## src/rtl/alu_result_log_if.sv

```systemverilog
// Handshake bundle between the ALU result stream, the scroll buttons and the
// history display path of alu_result_log.
interface alu_result_log_if #(
    parameter int DATA_W = 8,
    parameter int PTR_W  = 3
);
    logic              capture;
    logic [DATA_W-1:0] data_in;
    logic              clear;
    logic              older;
    logic              newer;
    logic [DATA_W-1:0] view_data;
    logic [PTR_W-1:0]  view_index;
    logic [PTR_W:0]    count;
    logic              full;
    logic              overwrote;

    modport master (
        output capture, data_in, clear, older, newer,
        input  view_data, view_index, count, full, overwrote
    );

    modport slave (
        input  capture, data_in, clear, older, newer,
        output view_data, view_index, count, full, overwrote
    );
endinterface

```

## src/rtl/alu_result_log.sv

```systemverilog
// Circular history of the last DEPTH ALU results, with button-driven scrolling
// back and forward through the entries for the HEX/LEDR display path.
module alu_result_log #(
    parameter int DATA_W = 8,
    parameter int DEPTH  = 8,
    parameter int PTR_W  = 3
) (
    input logic            clk,
    input logic            rst,
    alu_result_log_if.slave bus
);
    localparam logic [PTR_W:0] FULL_COUNT = (PTR_W + 1)'(DEPTH);

    logic [DATA_W-1:0] mem [DEPTH];
    logic [PTR_W-1:0]  wr_ptr;
    logic [PTR_W-1:0]  view_index;
    logic [PTR_W-1:0]  rd_ptr;
    logic [PTR_W:0]    count;
    logic              overwrote;
    logic              older_q;
    logic              newer_q;
    logic              step_old;
    logic              step_new;

    assign step_old = bus.older & ~older_q;
    assign step_new = bus.newer & ~newer_q;

    // Storage has no reset: entries are only visible once count covers them.
    always_ff @(posedge clk) begin
        if (bus.capture && !bus.clear) begin
            mem[wr_ptr] <= bus.data_in;
        end
    end

    always_ff @(posedge clk or posedge rst) begin
        if (rst) begin
            wr_ptr     <= '0;
            count      <= '0;
            view_index <= '0;
            overwrote  <= 1'b0;
            older_q    <= 1'b0;
            newer_q    <= 1'b0;
        end else begin
            older_q <= bus.older;
            newer_q <= bus.newer;
            if (bus.clear) begin
                wr_ptr     <= '0;
                count      <= '0;
                view_index <= '0;
                overwrote  <= 1'b0;
            end else if (bus.capture) begin
                wr_ptr     <= wr_ptr + PTR_W'(1);
                view_index <= '0;
                if (count == FULL_COUNT) begin
                    overwrote <= 1'b1;
                end else begin
                    count <= count + (PTR_W + 1)'(1);
                end
            end else if (step_old && !step_new) begin
                // Saturate at the oldest valid entry (count-1); no-op when empty.
                if ((PTR_W + 1)'(view_index) + (PTR_W + 1)'(1) < count) begin
                    view_index <= view_index + PTR_W'(1);
                end
            end else if (step_new && !step_old) begin
                if (view_index != '0) begin
                    view_index <= view_index - PTR_W'(1);
                end
            end
        end
    end

    assign rd_ptr         = wr_ptr - PTR_W'(1) - view_index;
    assign bus.view_data  = (count == '0) ? '0 : mem[rd_ptr];
    assign bus.view_index = view_index;
    assign bus.count      = count;
    assign bus.full       = (count == FULL_COUNT);
    assign bus.overwrote  = overwrote;
endmodule
```

## src/flat_wrapper.sv

```systemverilog
// flat-port wrapper written by rule: the top's interface ports become plain ports
module alu_result_log_flat 
#(
    parameter int DATA_W = 8,
    parameter int DEPTH  = 8,
    parameter int PTR_W  = 3
)
  (clk, rst, bus_capture, bus_data_in, bus_clear, bus_older, bus_newer, bus_view_data, bus_view_index, bus_count, bus_full, bus_overwrote);
  alu_result_log_if #(.DATA_W(DATA_W), .PTR_W(PTR_W)) bus_i ();
  input logic clk;
  input logic rst;
  input wire logic [$bits(bus_i.capture)-1:0] bus_capture;
  input wire logic [$bits(bus_i.data_in)-1:0] bus_data_in;
  input wire logic [$bits(bus_i.clear)-1:0] bus_clear;
  input wire logic [$bits(bus_i.older)-1:0] bus_older;
  input wire logic [$bits(bus_i.newer)-1:0] bus_newer;
  output wire logic [$bits(bus_i.view_data)-1:0] bus_view_data;
  output wire logic [$bits(bus_i.view_index)-1:0] bus_view_index;
  output wire logic [$bits(bus_i.count)-1:0] bus_count;
  output wire logic [$bits(bus_i.full)-1:0] bus_full;
  output wire logic [$bits(bus_i.overwrote)-1:0] bus_overwrote;
  assign bus_i.capture = bus_capture;
  assign bus_i.data_in = bus_data_in;
  assign bus_i.clear = bus_clear;
  assign bus_i.older = bus_older;
  assign bus_i.newer = bus_newer;
  assign bus_view_data = bus_i.view_data;
  assign bus_view_index = bus_i.view_index;
  assign bus_count = bus_i.count;
  assign bus_full = bus_i.full;
  assign bus_overwrote = bus_i.overwrote;
  alu_result_log #(.DATA_W(DATA_W), .DEPTH(DEPTH), .PTR_W(PTR_W)) u_core (.clk(clk), .rst(rst), .bus(bus_i));
endmodule
```

## config.mk

```make
export PLATFORM = sky130hd
export DESIGN_NAME = alu_result_log_flat
export DESIGN_NICKNAME = d
export VERILOG_FILES = /design/src/rtl/alu_result_log_if.sv /design/src/rtl/alu_result_log.sv /design/src/flat_wrapper.sv
export SDC_FILE = /design/constraint.sdc
export NUM_CORES = 1
export LEC_CHECK = 0
export BUFFER_PORTS_ARGS = -buffer_cell sky130_fd_sc_hd__buf_4
export CORE_MARGIN = 3
export CORE_UTILIZATION = 58
export CTS_CLUSTER_DIAMETER = 80
export CTS_CLUSTER_SIZE = 16
export DETAILED_ROUTE_END_ITERATION = 12
export GPL_TIMING_DRIVEN = 0
export PLACE_DENSITY = 0.88
export SKIP_LAST_GASP = 1
export SYNTH_ARGS = -nofsm -noshare
export SYNTH_HDL_FRONTEND = slang
export SYNTH_SLANG_ARGS = --single-unit
```

## constraint.sdc

```tcl
create_clock -name clk -period 2.9 [get_ports clk]
set_input_delay 0.145 -clock clk [delete_from_list [all_inputs] [get_ports clk]]
set_output_delay 0.145 -clock clk [all_outputs]
set_load 0.005 [all_outputs]
```

After elaboration in Yosys (flattened, before gate mapping)

Memories as Yosys holds them, arrays and structs flattened.
Index checks and enable logic that the tools add are counted.

$add $sub $neg: 7
Magnitude comparators: 1
Eq/ne operators: 3
Muxes and demuxes: 17
Bitwise operators: 4
Reductions and logical operators: 15

Operator list:

| kind                | count |
|---|---|
| $mux 3              | 8 |
| $mux 4              | 3 |
| $mux 8              | 1 |
| $reduce_bool 4->1   | 2 |
| $add 3x1->3 const B | 2 |
| $sub 3x1->3 const B | 2 |
| $mux 1              | 5 |
| $add 3x1->4 const B | 1 |
| $add 4x1->4 const B | 1 |
| $eq 4x4->1 const B  | 1 |
| $logic_not 4->1     | 1 |
| $lt 4x4->1          | 1 |
| $ne 4x4->1 const B  | 1 |
| $reduce_and 2->1    | 2 |
| $reduce_bool 2->1   | 2 |
| $logic_and 1x1->1   | 3 |
| $logic_not 1->1     | 3 |
| $reduce_and 3->1    | 1 |
| $reduce_bool 3->1   | 1 |
| $sub 3x3->3         | 1 |
| $and 1x1->1         | 2 |
| $ne 2x2->1 const B  | 1 |
| $not 1->1           | 2 |

Flip-flop bits (word level): 13
Bits in writable memories: 64
Bits of input ports: 14
Output and inout port bits: 17
Word-level logic and storage cells: 54
Memories: 1

Memories:

| name       | words | width | rd ports | clocked after memory_dff | write ports | line                 | text |
|---|---|---|---|---|---|---|---|
| u_core.mem | 8     | 8     | 1        | 0                        | 1           | alu_result_log.sv:14 | `logic [DATA_W-1:0] mem [DEPTH];` |

Logic depth before layout (Yosys ltp)

Gate-level depths: netlist (run 1).

Depth after elaboration: 8
Mapped depth: 8
Gate-level depth less buffers: 7

Least setup slack after synthesis (run 1)

OpenSTA, ideal clock, no wires.

Path type: reg2out
Start: reg u_core.view_index[0], in the netlist u_core.bus.view_index[0]
End: out bus_view_data[5]
Arrival: 2.038 ns
Required time: 2.755 ns
Path slack: 0.717 ns
Cell stages (with the launch flop): 9
Buffers on the path: 2
Cells stage by stage: dfrtp_1 > inv_1 > ha_1 > fa_1 > buf_2 > buf_2 > mux4_2 > mux2i_1 > nor2_1

Cells in the longest elaborated chain, start to end: 3

Ends and longest elaborated chain:

| what                   | line                 | text |
|---|---|---|
| from (decl)            | alu_result_log.sv:16 | `logic [PTR_W-1:0] view_index;` |
| from (signal assigned) | alu_result_log.sv:62 | `view_index <= view_index + PTR_W'(1);` |
| from (signal assigned) | alu_result_log.sv:66 | `view_index <= view_index - PTR_W'(1);` |
| $sub 3x3->3            | alu_result_log.sv:72 | `assign rd_ptr = wr_ptr - PTR_W'(1) - view_index;` |
| $mem_v2 8x8            | -                    |  |
| $mux 8                 | alu_result_log.sv:73 | `assign bus.view_data = (count == '0) ? '0 : mem[rd_ptr];` |
| to (decl)              | flat_wrapper.sv:17   | `output wire logic [$bits(bus_i.view_data)-1:0] bus_view_data;` |

Every way passes these cells.

Worst setup path in the final report (run 1)

Start: reg u_core.wr_ptr[0]
End: out bus_view_data[3]

Cells in the longest elaborated chain, start to end: 4

Ends and longest elaborated chain:

| what                   | line                 | text |
|---|---|---|
| from (decl)            | alu_result_log.sv:15 | `logic [PTR_W-1:0] wr_ptr;` |
| from (signal assigned) | alu_result_log.sv:52 | `wr_ptr <= wr_ptr + PTR_W'(1);` |
| $sub 3x1->3            | alu_result_log.sv:72 |  |
| $sub 3x3->3            | alu_result_log.sv:72 |  |
| $mem_v2 8x8            | -                    |  |
| $mux 8                 | alu_result_log.sv:73 |  |

Every way passes these cells.

==> results.yml, run 1 <==
logic_synthesis:
  yosysSeqAreaShare_pct: 66.6
  ys_types: 35
  synth_cells: 198
  synth_warnings: 0
  synth.most_common_cell: "edfxtp_1"
  synth_largest_area_cell: "edfxtp_1"
  synth_top_area_share_pct: 56.9
  syn_area_um2: 3380
  synth_flop_cell: "edfxtp_1"
  synth.area.top_cells: "edfxtp_1 57%, dfrtp_1 9.6%, mux4_2 6.7%, mux4_1 4.7%, ha_1 3.7%"
  yosys-top-cells-count: "64 x edfxtp_1, 22 x nor2_1, 13 x dfrtp_1"
  syn-num-nets: 224
  synth-edff-count: 64
  ys_ff_latch: 77
  synth.avg_cell_area_um2: 17.0
  async_reset_ff_share_pct: 16.9
timing:
  worst_slew_pin_slew_ns: 0.929
  setup_violations: 0
  hold_slack_ns: 0.0373
  fin_crit_ns: 2.80
  slew_headroom_pct: 37.8
  fmax_mhz: 358
  fin_crit_sh_pct: 96.4
  finalMaxSlewViolations: 0
  hold_viol: 0
  setup_tns_ns: 0
  skew_ns: 0.00641
place:
  gp_congestion: 0.805
  place.port_buffers: 30
  hpwl_um: 4300
final_layout:
  area_delta_synth_final_pct: 17.9
  num-nets-final: 270
  diodes: 0
  multi_input_area_um2: 1050
  fill_cells: 348
  seq_area_um2: 2250
  layout-drive-gt1-share_pct: 26.9
clocking:
  cts_tree: "yes"
  clock_tree.htree_level_count: 3
  cts_root_buffer: "clkbuf_8"
  clk_pin_slew_ns: 0.07
  cts_buffers: 9
  cts.sinks: 77
  clk_path_buf_depth: 2
  clk_latency_ns: 0.34
global_route:
  grt.total_usage_pct: 21.7
  grt_pass1_vias: 1912
  antenna_found_initial: 0
  overflow: 0
  grt_max_degree: 14
  grt_first_pass_wirelength_um: 10100
power:
  static-leakage-power_nw: 1.55
  powerDensity_nw_per_um2: 607
  peakVddDrop_mv: 0.379
setup_path:
  crit_family: "adder cells"
  cp.depth: 8
  crit_path_frequent_cell: "buf_4"
  crit_chain: "ha_1, fa_1, buf_4, buf_6, mux4_2, mux2i_1, nor2_1, buf_4"
  rr_worst_depth: 2
  cp_max_fo: 10
  end_kind: "output pin"
  critPathRequiredTime_ns: 2.76
  crit_path_top_delay_cell: "dfrtp_1"
  worst-setup-path-type: "reg2out"
  cp.arrival_ns: 2.65
  path_buf_inv: 3
  startpoint_type: "flop"
  slowest_delay_ns: 0.50
drt:
  wl_per_cell_um: 20.1
  first_iter_violations: 151
  ant_nets: 0
  dr.pass1.iters: 4
  vias: 1859
  avgViaCountPerCell: 5.79
  drcViolationCount: 0
  totalWireLength_um: 6440
job:
  cap_viol_max_count: 0
hold_path:
  hp-class: "in2reg"
  hold_path_depth: 1
floorplanning:
  core_area_um2: 5570
  num_io_pins: 31
  die-area_um2: 6770
  fp.dieW_um: 82.3
  row_count: 27
  start_util_pct: 60.6
  floorplan.die.height_um: 82.3
outcome:
  status: "completed"
logic make-up after synthesis:
group	count (synthesis)	synth area share, %
compound gates	8	1.56
xor+xnor	8	2.85
fa+ha+maj	12	4.89
buf+inv	17	2.71
flops	77	66.6
mux	28	14.9
simple gates	48	6.52
report_power, final:
group | switching [mW] | total [mW] | leakage, nW | internal (mW)
Sequential | 0.0137 | 1.23 | 0.752 | 1.22
Clock | 0.379 | 0.859 | 0.105 | 0.480
Combinational | 0.154 | 0.324 | 0.691 | 0.170
placed cells by master, fill, tap and decap left out, types with 3 or more instances in the layout:
cell	n
dlygate4sd3_1	3
dfrtp_1	13
inv_1	8
edfxtp_1	64
nand2b_1	3
xnor2_1	4
a21oi_1	3
nor2_1	22
mux4_1	6
mux2i_1	12
mux4_2	10
clkbuf_8	9
ha_1	10
buf_4	32
nand2_1	10
worst register-to-register path: stages, from the launching register on:
cell     delay (ns)
dfrtp_1        0.45
or3b_2         0.53
nor2_1         0.74
timing repair:
item,4_1_cts,5_1_grt
hold buffers,3,0
setup buffers,0,2
endpoints found under the hold margin,15,0
pin swaps,0,1
resized for setup,3,1
setup endpoints to repair,8,8
path summary, 6_finish.rpt:
| path | slack (ns) | startpoint | end |
|---|---|---|---|
| max | 0.10 | u_core.wr_ptr[0] | bus_view_data[3] |
| min | 0.04 | bus_data_in[0] | u_core.mem[4][0] |
| max reg2reg | 0.81 | u_core.wr_ptr[1] | u_core.mem[4][7] |
| min reg2reg | 0.50 | u_core.bus.overwrote | u_core.bus.overwrote |
| max in group asynchronous | 2.16 | rst | u_core.bus.view_index[1] |
| min in group asynchronous | 0.39 | rst | u_core.bus.view_index[0] |
routing by layer:
layer | part of all wire [%] | up-vias | global-route usage (%)
li1 | - | 840 | -
met1 | 41 | 953 | 28.9
met2 | 52 | 54 | 34.2
met3 | 5.0 | 12 | 4.88
met4 | 2.0 | 0 | 10.1
met5 | 0 | - | 0
flip-flops by register name (all words and copies together) (netlist names):
signal and count:
u_core.wr_ptr 3, u_core.older_q 1, u_core.newer_q 1, u_core.bus.overwrote 1, u_core.bus.count 4, u_core.mem 64
u_core.bus.view_index 3
cell type report:
cell class	instances	share of cell area (%)
Tap cell	72	2.26
Timing Repair Buffer	35	7.10
Buffer	8	1.67
Clock buffer	9	3.11
Clock inverter	7	2.23
Inverter	9	0.849
Multi-Input combinational cell	104	26.3
Sequential cell	77	56.5
metrics by stage:
stage	util (%)	total power [mW]	setup slack, ns	cells	cell area, um^2
CTS	70.7	2.41	0.0148	319	3940
floorplan	-	1.45	0.717	198	3380
finish	71.4	2.42	0.103	321	3980
global placement	66.2	1.55	0.236	300	3690
global route	71.4	2.50	-0.00351	321	3980
detailed placement	66.2	1.56	0.214	300	3690
No activity file was read; power rests on OpenSTA's default activity.
==> run 2: changes to the inputs <==
- CORE_ASPECT_RATIO: not set -> 0.8
==> results.yml, run 2 (synthesis results as in run 1) <==
setup_path:
  end_kind: "output pin"
  critPathRequiredTime_ns: 2.76
  cp.arrival_ns: 2.61
  crit_path_frequent_cell: "buf_4"
  crit_chain: "inv_1, ha_1, fa_1, buf_4, buf_6, mux4_2, mux2i_1, nor2_1, buf_4"
  slowest_delay_ns: 0.48
  crit_path_top_delay_cell: "fa_1"
  startpoint_type: "flop"
  worst-setup-path-type: "reg2out"
  path_buf_inv: 4
  r2r_end: "u_core.bus.view_index[1]"
  cp_max_fo: 10
  crit_family: "adder cells"
  reg2reg_from: "u_core.bus.view_index[1]"
  worst-r2r-setup-slack_ns: 0.76
  rr_worst_depth: 7
clocking:
  clk_path_buf_depth: 2
  clock_tree.htree_level_count: 3
  cts_tree: "yes"
  clk_latency_ns: 0.35
  cts_buffers: 9
  cts.sinks: 77
  cts_root_buffer: "clkbuf_8"
  clk_pin_slew_ns: 0.08
hold_path:
  holdPathEnd: "u_core.mem[4][5]"
  hold_start: "bus_data_in[5]"
  hp-class: "in2reg"
  hold_path_depth: 1
floorplanning:
  core_area_um2: 5530
  die-area_um2: 6780
  fp.dieW_um: 91.3
  floorplan.die.height_um: 74.2
  num_io_pins: 31
  start_util_pct: 61.1
  row_count: 24
power:
  peakVddDrop_mv: 0.498
  powerDensity_nw_per_um2: 601
  static-leakage-power_nw: 1.56
  power.total_mw: 2.40
final_layout:
  diodes: 0
  final_cell_mix: "64 x edfxtp_1, 36 x buf_4, 22 x nor2_1, 12 x mux2i_1, 12 x dfrtp_1"
  largest_reg_flops: 64
  largest_register: "u_core.mem"
  fill_cells: 358
  top_regs: "u_core.mem x64, u_core.bus.count x4"
  seq_area_um2: 2250
  num-nets-final: 273
  area_delta_synth_final_pct: 18.3
  layout_commonest_cell: "edfxtp_1"
  multi_input_area_um2: 1050
  layout-drive-gt1-share_pct: 27.4
timing:
  hold_slack_ns: 0.0286
  fin_crit_ns: 2.75
  hold_viol: 0
  setup_violations: 0
  slew_headroom_pct: 39.8
  worst_slew_pin_slew_ns: 0.898
  skew_ns: 0.00699
  fin_crit_sh_pct: 94.9
  fmax_mhz: 363
  finalMaxSlewViolations: 0
global_route:
  overflow: 0
  grt_first_pass_wirelength_um: 10000
  antenna_found_initial: 0
  grt_pass1_vias: 1933
  grt.total_usage_pct: 20.9
  grt_max_degree: 14
job:
  cap_viol_max_count: 0
drt:
  vias: 1867
  first_iter_violations: 185
  avgViaCountPerCell: 5.66
  ant_nets: 0
  wl_per_cell_um: 19.5
  drcViolationCount: 0
  dr.pass1.iters: 4
  totalWireLength_um: 6450
place:
  gp_congestion: 0.770
  hpwl_um: 4260
  place.port_buffers: 30
outcome:
  status: "completed"
==> run 2: cell types whose count changed in the layout (fill, tap and decap cells not counted), sizes merged <==
cell	delta
inv	-1
buf	+3
clkinv	-1
clkbuf	+3
clkinvlp	-1
==> run 2: timing repair <==
action,CTS,global route
setup buffers,0,5
setup endpoints to repair,8,8
hold endpoints to repair,15,0
pin swaps,0,1
resized for setup,3,1
hold buffers,3,0
==> run 2: how the worst max path moves through the flow <==
stage,start,cells past startpoint,endpoint,slack (ns)
floorplan,u_core.bus.view_index[0],8,bus_view_data[5],0.72
global placement,u_core.bus.view_index[0],9,bus_view_data[4],0.30
detailed placement,u_core.bus.view_index[0],9,bus_view_data[4],0.20
CTS,u_core.bus.view_index[0],8,bus_view_data[7],0.05
global route,u_core.bus.view_index[0],9,bus_view_data[7],-0.007
finish,u_core.bus.view_index[0],9,bus_view_data[7],0.15
==> run 2: worst register-to-register path: stages (launching register included) <==
cell and delay (ns):
dfrtp_1 0.42, inv_1 0.18, ha_1 0.27, ha_1 0.27, a21boi_0 0.20, o211ai_1 0.13, a31oi_1 0.34, mux2i_1 0.24
==> run 2: final cells by class <==
cell class,instances,share of cell area [%]
Clock buffer,12,3.38
Clock inverter,4,1.85
Multi-Input combinational cell,104,26.2
Inverter,9,0.846
Tap cell,78,2.44
Buffer,8,1.66
Sequential cell,77,56.3
Timing Repair Buffer,38,7.33
==> run 2: per-stage QoR <==
| stage | area, um^2 | instances | setup TNS [ns] | setup WS [ns] | utilization (%) |
|---|---|---|---|---|---|
| 2_1_floorplan | 3380 | 198 | 0 | 0.717 | - |
| 5_1_grt | 4000 | 330 | -0.00664 | -0.00664 | 72.3 |
| 3_3_place_gp | 3700 | 306 | 0 | 0.296 | 66.9 |
| 6_report | 4000 | 330 | 0 | 0.147 | 72.3 |
| 3_5_place_dp | 3700 | 306 | 0 | 0.201 | 66.9 |
| 4_1_cts | 3950 | 325 | 0 | 0.0535 | 71.4 |
==> run 2: power breakdown <==
| part | switching [mW] | internal [mW] | leakage, nW |
|---|---|---|---|
| logic | 0.153 | 0.170 | 0.700 |
| clock network | 0.359 | 0.486 | 0.105 |
| registers | 0.0140 | 1.22 | 0.751 |
| total | 0.527 | 1.88 | 1.56 |
==> run 2: metal layers <==
layer,vias to the layer above,GRT usage (%),share of wire [%]
met3,12,6.98,6.5
met4,0,7.53,1.4
met5,-,0,0
li1,849,-,-
met2,76,33.2,49
met1,930,27.6,43
==> run 3: changes to the inputs <==
- BUFFER_PORTS_ARGS: -buffer_cell sky130_fd_sc_hd__buf_4 -> not set
- CORE_UTILIZATION: 58 -> 60
- DONT_BUFFER_PORTS: not set -> 1
- PLACE_DENSITY: 0.88 -> 0.86
==> results.yml, run 3 (synthesis results as in run 1) <==
clocking:
  cts_root_buffer: "clkbuf_8"
  cts_buffers: 9
  clock_tree.htree_level_count: 3
  clk_pin_slew_ns: 0.08
  clk_latency_ns: 0.35
  cts_setup_buffers: 0
  clk_path_buf_depth: 2
  cts_tree: "yes"
  cts.sinks: 77
timing:
  worst_slew_pin_slew_ns: 1.05
  setup_tns_ns: 0
  finalMaxSlewViolations: 0
  layout_setup_ws_ns: 0.152
  skew_ns: 0.00485
  hold_viol: 0
  fmax_mhz: 364
  slew_headroom_pct: 29.4
  fin_crit_sh_pct: 94.8
  hold_slack_ns: 0.196
  rsz0062_at_grt: "false"
  setup_violations: 0
  fin_crit_ns: 2.75
global_route:
  overflow: 0
  grt_first_pass_wirelength_um: 10200
  grt.total_usage_pct: 21.6
  antenna_found_initial: 0
  grt_pass1_vias: 1899
  grt_max_degree: 14
floorplanning:
  row_count: 23
  core_area_um2: 5210
  die-area_um2: 6570
  fp.dieW_um: 89.9
  num_io_pins: 31
  floorplan.die.height_um: 73.1
  start_util_pct: 64.8
final_layout:
  layout-drive-gt1-share_pct: 15.4
  area_delta_synth_final_pct: 12.1
  top_regs: "u_core.mem x64, u_core.bus.count x4"
  layout_commonest_cell: "edfxtp_1"
  fill_cells: 306
  largest_register: "u_core.mem"
  diodes: 0
  final_cell_mix: "64 x edfxtp_1, 22 x nor2_1, 13 x dlygate4sd3_1, 13 x dfrtp_1, 12 x mux2i_1"
  fin_util_pct: 72.6
  largest_reg_flops: 64
  num-nets-final: 248
setup_path:
  crit_path_top_delay_cell: "fa_1"
  worst-setup-path-type: "reg2out"
  slowest_delay_ns: 0.48
  critPathRequiredTime_ns: 2.76
  cp.arrival_ns: 2.60
  end_kind: "output pin"
  startpoint_type: "flop"
  cp_max_fo: 10
  crit_chain: "inv_1, ha_1, fa_1, buf_2, buf_6, mux4_2, mux2i_1, nor2_1"
power:
  power.total_mw: 2.20
  peakVddDrop_mv: 0.415
  switchingPower_uw: 538
  clkPwrFrac_pct: 31.3
  static-leakage-power_nw: 1.39
  powerDensity_nw_per_um2: 580
  p_int_mw: 1.66
  switching_share_pct: 24.5
  p_comb_share_pct: 12.5
  pwr-share-seq_pct: 56.2
drt:
  dr.pass1.iters: 4
  wl_per_cell_um: 20.8
  totalWireLength_um: 6280
  avgViaCountPerCell: 5.96
  ant_nets: 0
  first_iter_violations: 115
  drcViolationCount: 0
  vias: 1800
hold_path:
  hp-class: "in2reg"
place:
  place.port_buffers: 0
  hpwl_um: 4160
  preCtsSetupSlack_ns: 0.355
  gp_congestion: 0.821
outcome:
  status: "completed"
job:
  cap_viol_max_count: 0
run 3: cell count changes in the layout (fill, tap and decap cells not counted):
cell,previous run,this run
buf_4,36,0
dlygate4sd3_1,3,13
clkinvlp_4,0,4
bufinv_16,2,0
clkbuf_1,5,3
buf_2,1,2
clkinv_2,1,2
clkinv_4,1,0
dfrtp_1,12,13
dfrtp_2,1,0
run 3: worst paths after layout:
| kind | endpoint | depth (start not counted) | from | slack (ns) |
|---|---|---|---|---|
| worst min-delay path | u_core.wr_ptr[2] | 2 | bus_clear | 0.20 |
| min in group asynchronous | u_core.bus.view_index[1] | 2 | rst | 0.27 |
| worst max register to register | u_core.bus.view_index[1] | 6 | u_core.newer_q | 0.60 |
| worst max-delay path | bus_view_data[5] | 8 | u_core.bus.view_index[0] | 0.15 |
| max in group asynchronous | u_core.wr_ptr[2] | 2 | rst | 2.29 |
| worst min register to register | u_core.bus.overwrote | 2 | u_core.bus.overwrote | 0.59 |
run 3: through the flow:
step / instance area, um^2 / cells
after global placement: 3470 / 273
after floorplan: 3380 / 198
after global routing: 3780 / 302
final: 3780 / 302
after CTS: 3780 / 302
after detailed placement: 3480 / 273
run 3: worst max-delay path: cells and delay by family, from the launching register on:
family | cells | cell delay, ns
fa+ha+maj | 2 | 0.72
buf+inv | 3 | 0.55
mux | 2 | 0.47
flops | 1 | 0.43
simple gates | 1 | 0.08
run 3: cell type report:
class | instances | area (um^2) | area share, %
Inverter | 9 | 33.8 | 0.893
Timing Repair Buffer | 13 | 130 | 3.44
Tap cell | 75 | 93.8 | 2.48
Buffer | 8 | 63.8 | 1.69
Clock buffer | 10 | 128 | 3.37
Clock inverter | 6 | 40.0 | 1.06
Multi-Input combinational cell | 104 | 1050 | 27.7
Sequential cell | 77 | 2250 | 59.4
run 3: timing repair:
item | 4_1_cts | 5_1_grt
gates resized for setup | 1 | 1
endpoints found under the setup margin | 3 | 8
endpoints found under the hold margin | 80 | 0
hold buffers | 13 | 0
cloned | 0 | 0
run 3: power by group through the flow:
stage	Sequential, mW	Clock, mW	Combinational [mW]
6_report	1.23	0.688	0.274
5_1_grt	1.24	0.737	0.300
4_1_cts	1.23	0.696	0.275
3_5_place_dp	1.26	0	0.248
3_3_place_gp	1.26	0	0.238
2_1_floorplan	1.25	0	0.197
run 3: routing by layer:
layer / up-vias / global-route usage [%] / wire, um
met5: - / 0 / 0
met4: 0 / 9.51 / 140
met3: 16 / 7.01 / 340
met2: 49 / 36.3 / 3290
met1: 934 / 26.2 / 2520
li1: 801 / - / -
